**src/rtl/id_stage.sv**
```systemverilog
// RV32I decode stage: decodes the fetched word, muxes operands with write-back bypass, flags load-use.
// Optional: define ID_ILLEGAL_TRAP_EN to add the registered illegal_ex flag.
module id_stage (
    input  logic        clk,
    input  logic        rst_n,
    input  logic [31:0] inst_id,
    input  logic [29:0] pc_id,
    output logic [4:0]  rs1_adr_id,
    output logic [4:0]  rs2_adr_id,
    input  logic [31:0] rs1_rdata_id,
    input  logic [31:0] rs2_rdata_id,
    input  logic        wbk_wen,
    input  logic [4:0]  wbk_adr,
    input  logic [31:0] wbk_data,
    input  logic        stall,
    input  logic        rst_pipe,
    input  logic        flush_ex,
    input  logic        post_flush,
    output logic        stall_ld,
    output logic        stall_ld_ex,
    output logic [29:0] pc_ex,
    output logic [10:0] cmd_ex,
    output logic [2:0]  funct3_ex,
    output logic        funct7b5_ex,
    output logic [4:0]  rd_adr_ex,
    output logic        rd_wen_ex,
    output logic [31:0] imm_ex,
    output logic [31:0] rs1_data_ex,
    output logic [31:0] rs2_data_ex
`ifdef ID_ILLEGAL_TRAP_EN
    ,
    output logic        illegal_ex
`endif
);

    localparam int unsigned CMD_W   = 11;
    localparam int unsigned C_LUI   = 0;
    localparam int unsigned C_AUIPC = 1;
    localparam int unsigned C_JAL   = 2;
    localparam int unsigned C_JALR  = 3;
    localparam int unsigned C_BR    = 4;
    localparam int unsigned C_LOAD  = 5;
    localparam int unsigned C_STORE = 6;
    localparam int unsigned C_OPIMM = 7;
    localparam int unsigned C_OP    = 8;
    localparam int unsigned C_MISC  = 9;
    localparam int unsigned C_SYS   = 10;

    localparam logic [CMD_W-1:0] WEN_MASK = 11'b101_1010_1111;
    localparam logic [CMD_W-1:0] RS1_MASK = 11'b111_1111_1000;
    localparam logic [CMD_W-1:0] RS2_MASK = 11'b001_0101_0000;

    typedef struct packed {
        logic [29:0]      pc;
        logic [CMD_W-1:0] cmd;
        logic [2:0]       funct3;
        logic             funct7b5;
        logic [4:0]       rd_adr;
        logic             rd_wen;
        logic [31:0]      imm;
        logic [31:0]      rs1_data;
        logic [31:0]      rs2_data;
    } ex_t;

    logic [CMD_W-1:0] cmd_dec;
    logic [31:0]      imm_dec;
    logic             op_f7_ok;
    logic             take;
    ex_t              dec, ex_d, ex_q;

    assign rs1_adr_id = inst_id[19:15];
    assign rs2_adr_id = inst_id[24:20];

    // funct7 0100000 only exists for SUB and SRA
    assign op_f7_ok = (inst_id[31:25] == 7'b0000000) ||
                      ((inst_id[31:25] == 7'b0100000) &&
                       ((inst_id[14:12] == 3'b000) || (inst_id[14:12] == 3'b101)));

    always_comb begin
        cmd_dec = '0;
        if (inst_id[1:0] == 2'b11) begin
            case (inst_id[6:2])
                5'b01101: cmd_dec[C_LUI]   = 1'b1;
                5'b00101: cmd_dec[C_AUIPC] = 1'b1;
                5'b11011: cmd_dec[C_JAL]   = 1'b1;
                5'b11001: cmd_dec[C_JALR]  = 1'b1;
                5'b11000: cmd_dec[C_BR]    = 1'b1;
                5'b00000: cmd_dec[C_LOAD]  = 1'b1;
                5'b01000: cmd_dec[C_STORE] = 1'b1;
                5'b00100: cmd_dec[C_OPIMM] = 1'b1;
                5'b01100: cmd_dec[C_OP]    = op_f7_ok;
                5'b00011: cmd_dec[C_MISC]  = 1'b1;
                5'b11100: cmd_dec[C_SYS]   = 1'b1;
                default:  cmd_dec          = '0;
            endcase
        end
    end

    always_comb begin
        imm_dec = '0;
        if (cmd_dec[C_LUI] | cmd_dec[C_AUIPC])
            imm_dec = {inst_id[31:12], 12'd0};
        else if (cmd_dec[C_JAL])
            imm_dec = {{11{inst_id[31]}}, inst_id[31], inst_id[19:12], inst_id[20], inst_id[30:21], 1'b0};
        else if (cmd_dec[C_JALR] | cmd_dec[C_LOAD] | cmd_dec[C_OPIMM] | cmd_dec[C_MISC] | cmd_dec[C_SYS])
            imm_dec = {{20{inst_id[31]}}, inst_id[31:20]};
        else if (cmd_dec[C_STORE])
            imm_dec = {{20{inst_id[31]}}, inst_id[31:25], inst_id[11:7]};
        else if (cmd_dec[C_BR])
            imm_dec = {{19{inst_id[31]}}, inst_id[31], inst_id[7], inst_id[30:25], inst_id[11:8], 1'b0};
    end

    function automatic logic [31:0] sel_opnd(input logic [4:0] adr, input logic [31:0] rf,
                                             input logic wen, input logic [4:0] wadr,
                                             input logic [31:0] wdata);
        if (adr == 5'd0)
            return 32'd0;
        else if (wen && (wadr == adr))
            return wdata;
        else
            return rf;
    endfunction

    always_comb begin
        dec          = '0;
        dec.pc       = pc_id;
        dec.cmd      = cmd_dec;
        dec.funct3   = inst_id[14:12];
        dec.funct7b5 = inst_id[30];
        dec.rd_adr   = inst_id[11:7];
        dec.rd_wen   = (|(cmd_dec & WEN_MASK)) && (inst_id[11:7] != 5'd0);
        dec.imm      = imm_dec;
        dec.rs1_data = sel_opnd(rs1_adr_id, rs1_rdata_id, wbk_wen, wbk_adr, wbk_data);
        dec.rs2_data = sel_opnd(rs2_adr_id, rs2_rdata_id, wbk_wen, wbk_adr, wbk_data);
    end

    // Load in EX whose rd feeds a source of the instruction now in ID
    assign stall_ld = ex_q.cmd[C_LOAD] && (ex_q.rd_adr != 5'd0) &&
                      (((|(cmd_dec & RS1_MASK)) && (rs1_adr_id == ex_q.rd_adr)) ||
                       ((|(cmd_dec & RS2_MASK)) && (rs2_adr_id == ex_q.rd_adr))) &&
                      !flush_ex && !post_flush;

    assign take = !(flush_ex || post_flush || stall_ld);
    assign ex_d = take ? dec : '0;

    always_ff @(posedge clk or negedge rst_n) begin
        if (!rst_n) begin
            ex_q        <= '0;
            stall_ld_ex <= 1'b0;
        end else if (rst_pipe) begin
            ex_q        <= '0;
            stall_ld_ex <= 1'b0;
        end else if (!stall) begin
            ex_q        <= ex_d;
            stall_ld_ex <= stall_ld;
        end
    end

`ifdef ID_ILLEGAL_TRAP_EN
    // An instruction that decodes to no command class is illegal
    always_ff @(posedge clk or negedge rst_n) begin
        if (!rst_n)
            illegal_ex <= 1'b0;
        else if (rst_pipe)
            illegal_ex <= 1'b0;
        else if (!stall)
            illegal_ex <= take && (cmd_dec == '0);
    end
`endif

    assign pc_ex       = ex_q.pc;
    assign cmd_ex      = ex_q.cmd;
    assign funct3_ex   = ex_q.funct3;
    assign funct7b5_ex = ex_q.funct7b5;
    assign rd_adr_ex   = ex_q.rd_adr;
    assign rd_wen_ex   = ex_q.rd_wen;
    assign imm_ex      = ex_q.imm;
    assign rs1_data_ex = ex_q.rs1_data;
    assign rs2_data_ex = ex_q.rs2_data;

endmodule

```
**config.mk**
```make
export PLATFORM = sky130hd
export DESIGN_NAME = id_stage
export DESIGN_NICKNAME = d
export VERILOG_FILES = /design/src/rtl/id_stage.sv
export SDC_FILE = /design/constraint.sdc
export NUM_CORES = 1
export LEC_CHECK = 0
export ABC_AREA = 1
export CAP_MARGIN = 30
export CORE_ASPECT_RATIO = 1.75
export CORE_UTILIZATION = 39
export CTS_CLUSTER_DIAMETER = 40
export CTS_CLUSTER_SIZE = 14
export DETAILED_ROUTE_END_ITERATION = 16
export PLACE_DENSITY_LB_ADDON = 0.08
export SLEW_MARGIN = 20
export SYNTH_ARGS = -nofsm -noshare
export SYNTH_HDL_FRONTEND = slang
export SYNTH_SLANG_ARGS = --single-unit
export TNS_END_PERCENT = 100
```
**constraint.sdc**
```tcl
create_clock -name clk -period 1.5 [get_ports clk]
set_input_delay 0.3 -clock clk [delete_from_list [all_inputs] [get_ports clk]]
set_output_delay 0.3 -clock clk [all_outputs]
set_load 0.005 [all_outputs]
```
==> results.cfg <==
[worst_setup_path]
crit_path_start_kind = input pin
worstPathMaxFanout = 2
arrival_ps = 1750
cp.required_ps = 1200
criticalPathCategory = input pin to output port
worstSetupEndpointType = output port

[floorplanning]
ios = 329
start_util_pct = 39.9
rows = 67
die_h_um = 187
core_area_sq_um = 19100
fp.dieW_um = 108
dieArea_sq_um = 20100

[synthesis]
seq_area_frac_synth_pct = 48.6
yosysUniqueCellTypes = 31
synth_nets = 1190
syn_area_sq_um = 7630
ys_ff_latch = 148
synth_top_area_share_pct = 48.6
yosys-top-cells-area = dfrtp_1 (49%), nand2_1 (15%), o21ai_0 (8.3%), inv_1 (5.9%), nand3_1 (4.6%)
yosys.area.top_type = dfrtp_1
syn_area_per_cell_sq_um = 7.48
yosysWarnings = 0
syn-instance-count = 1020

[drt]
drtIter0Drc = 416
routed_wl_mm = 31.9
remaining_drc_errors = 0
drtAntennaViolNets = 0
vias_per_cell = 5.05
first_pass_iters = 5
vias = 8699
avgRoutedWirePerCell_um = 18.5

[layout]
final_cell_area_sq_um = 14200
drive_above_1_share_pct = 23.8
fill_cells = 1477
fin_nets = 1638
area_growth_pct = 86.5

[global_route]
grt_first_pass_wirelength_mm = 46.5
grt_usage_pct = 31.0
grt_remaining_overflow = 0
grt_start_max_net_pins = 65
grt_pass1_vias = 8692
antenna_found_initial = 1

[timing]
fin_crit_sh_pct = 136
fmax_ghz = 0.489
worst_pin_slew_ps = 649
rsz0062_at_grt = yes
finalHoldViolCount = 0
min_period_ps = 2050
setup_slack_ps = -546
skew_ps = 6.21
final-setup-viol-count = 151
drv_slew = 0
maxSlewHeadroom_pct = 56.3
finalHoldWorstSlack_ps = 350

[power]
pwr-share-seq_pct = 39.3
finalPower_uw = 10400
internal-power_uw = 7830
combPwrFrac_pct = 18.5
leakage_uw = 0.00912
ir_worst_vdd_v = 0.000617
pwr-share-clk_pct = 42.2
powerDensity_nw_per_um2 = 734
p_switching_uw = 2610
swShare_pct = 25.0

[placed_design]
io_buffers = 328
gp_congestion = 0.936
dp_hpwl_mm = 21.9
place_area_sq_um = 12200

[run_status]
violations = negative setup slack
status = finished with violations

[clock_network]
clockBufferDepth = 2
cts_sinks = 148
cts_buffers = 17
path_clk_slew_ps = 60
htree_num_levels = 4
clkLatencyLatePin_ps = 440
cts_tree = done
cts-root-buf = clkbuf_16

[job]
cap_violations = 0

[worst_hold_path]
hp-class = input pin to async pin
## critical path, cell delays in order
cell,delay [ps]
clkdlybuf4s50_1,450
or2_2,320
nor2_2,110
nand3_1,100
nand2_1,100
nand2_2,70
nand2_4,80
nand2_4,60
inv_2,50
buf_2,100
## final timing paths
check	startpoint	endpoint	slack [ps]	cells past startpoint
setup / recovery	inst_id[25]	stall_ld	-550	10
setup reg to reg	rd_adr_ex[0]	imm_ex[15]	-410	13
hold / removal	rst_n	pc_ex[10]	350	2
max in group asynchronous	rst_n	rs1_data_ex[11]	590	3
hold reg to reg	rs2_data_ex[4]	rs2_data_ex[4]	470	2
min in group clk	inst_id[1]	cmd_ex[0]	390	5
## layout make-up
| cell class | instances | area, sq um | share of cell area, % |
|---|---|---|---|
| antenna | 1 | 2.50 | 0.0176 |
| sequential | 148 | 3710 | 26.0 |
| inverter | 120 | 450 | 3.17 |
| multi-input combinational | 688 | 3650 | 25.7 |
| clock buffer | 26 | 519 | 3.65 |
| clock inverter | 6 | 91.3 | 0.642 |
| timing repair buffer | 493 | 5510 | 38.7 |
| tap | 241 | 302 | 2.12 |
## cell usage after synthesis
library cell	count
a21oi_1	65
a21oi_2	1
a22oi_1	2
a31o_2	1
buf_2	12
buf_4	11
buf_6	2
clkbuf_1	38
clkbuf_2	2
dfrtp_1	148
inv_1	120
nand2_1	314
nand2_2	1
nand2_4	2
nand3_1	70
nand3_2	1
nand4_1	6
nand4_2	1
nor2_1	23
nor2_2	4
nor2_4	1
nor3_1	1
nor4_1	1
nor4_4	1
o21a_1	2
o21ai_0	127
o21ai_1	22
o22ai_1	2
or2_2	36
xnor2_1	2
xor2_1	1
## through the flow
stage	utilization [%]	TNS, ps	std cells	setup WS [ps]
5_1_grt	74.4	-59950	1723	-597
2_1_floorplan	-	-1210	1020	-40.2
4_1_cts	70.5	-73450	1704	-552
3_3_place_gp	63.6	-121500	1644	-994
6_report	74.4	-46990	1723	-546
3_5_place_dp	63.6	-119030	1644	-962
## sequential cells by signal (all words and copies together), names as in the netlist
signal and count:
funct7b5_ex 1, imm_ex 32, funct3_ex 3, rd_adr_ex 5, rs1_data_ex 32, stall_ld_ex 1
rd_wen_ex 1, cmd_ex 11, rs2_data_ex 32, pc_ex 30
## kinds of logic (layout without fill, tap and decap cells)
family | count (synthesis) | in the layout | synth area share, %
compound gates | 222 | 222 | 14.8
xor+xnor | 3 | 3 | 0.345
buf+inv | 185 | 645 | 10.1
flops | 148 | 148 | 48.6
other cells | 0 | 1 | 0
simple gates | 462 | 463 | 26.2
## layout by cell type, fill, tap and decap left out, types with 21 or more instances in the layout
cell type and count:
or2_2 35, a21oi_1 64, buf_4 106, dlymetal6s2s_1 138
o21ai_0 104, dfrtp_1 146, nand2_2 21, clkdlybuf4s50_1 160
nand2_1 292, o21ai_1 40, nand3_2 47, buf_12 30
inv_1 111
## timing repair
| item | CTS | global route |
|---|---|---|
| resized for setup | 105 | 230 |
| cloned | 13 | 3 |
| buffers inserted | 15 | 21 |
| pin swaps | 17 | 46 |
| hold endpoints to repair | 34 | 0 |
| hold buffers | 1 | 0 |
| setup endpoints to repair | 307 | 291 |
## power groups by stage
stage / logic (uW) / registers (uW) / clock network, uW
global placement: 1670 / 4170 / 0
finish: 1930 / 4100 / 4400
floorplan: 521 / 4180 / 0
global route: 2070 / 4110 / 4640
detailed placement: 1680 / 4180 / 0
CTS: 1890 / 4110 / 4500
## routing by layer
layer / vias up / routed length (um) / global-route usage, %
li1: 4156 / - / -
met2: 323 / 16800 / 56.3
met4: 0 / 1940 / 19.5
met3: 97 / 1970 / 7.63
met5: - / 0 / 0
met1: 4123 / 11200 / 30.8
(Power assumes the default switching activity.)
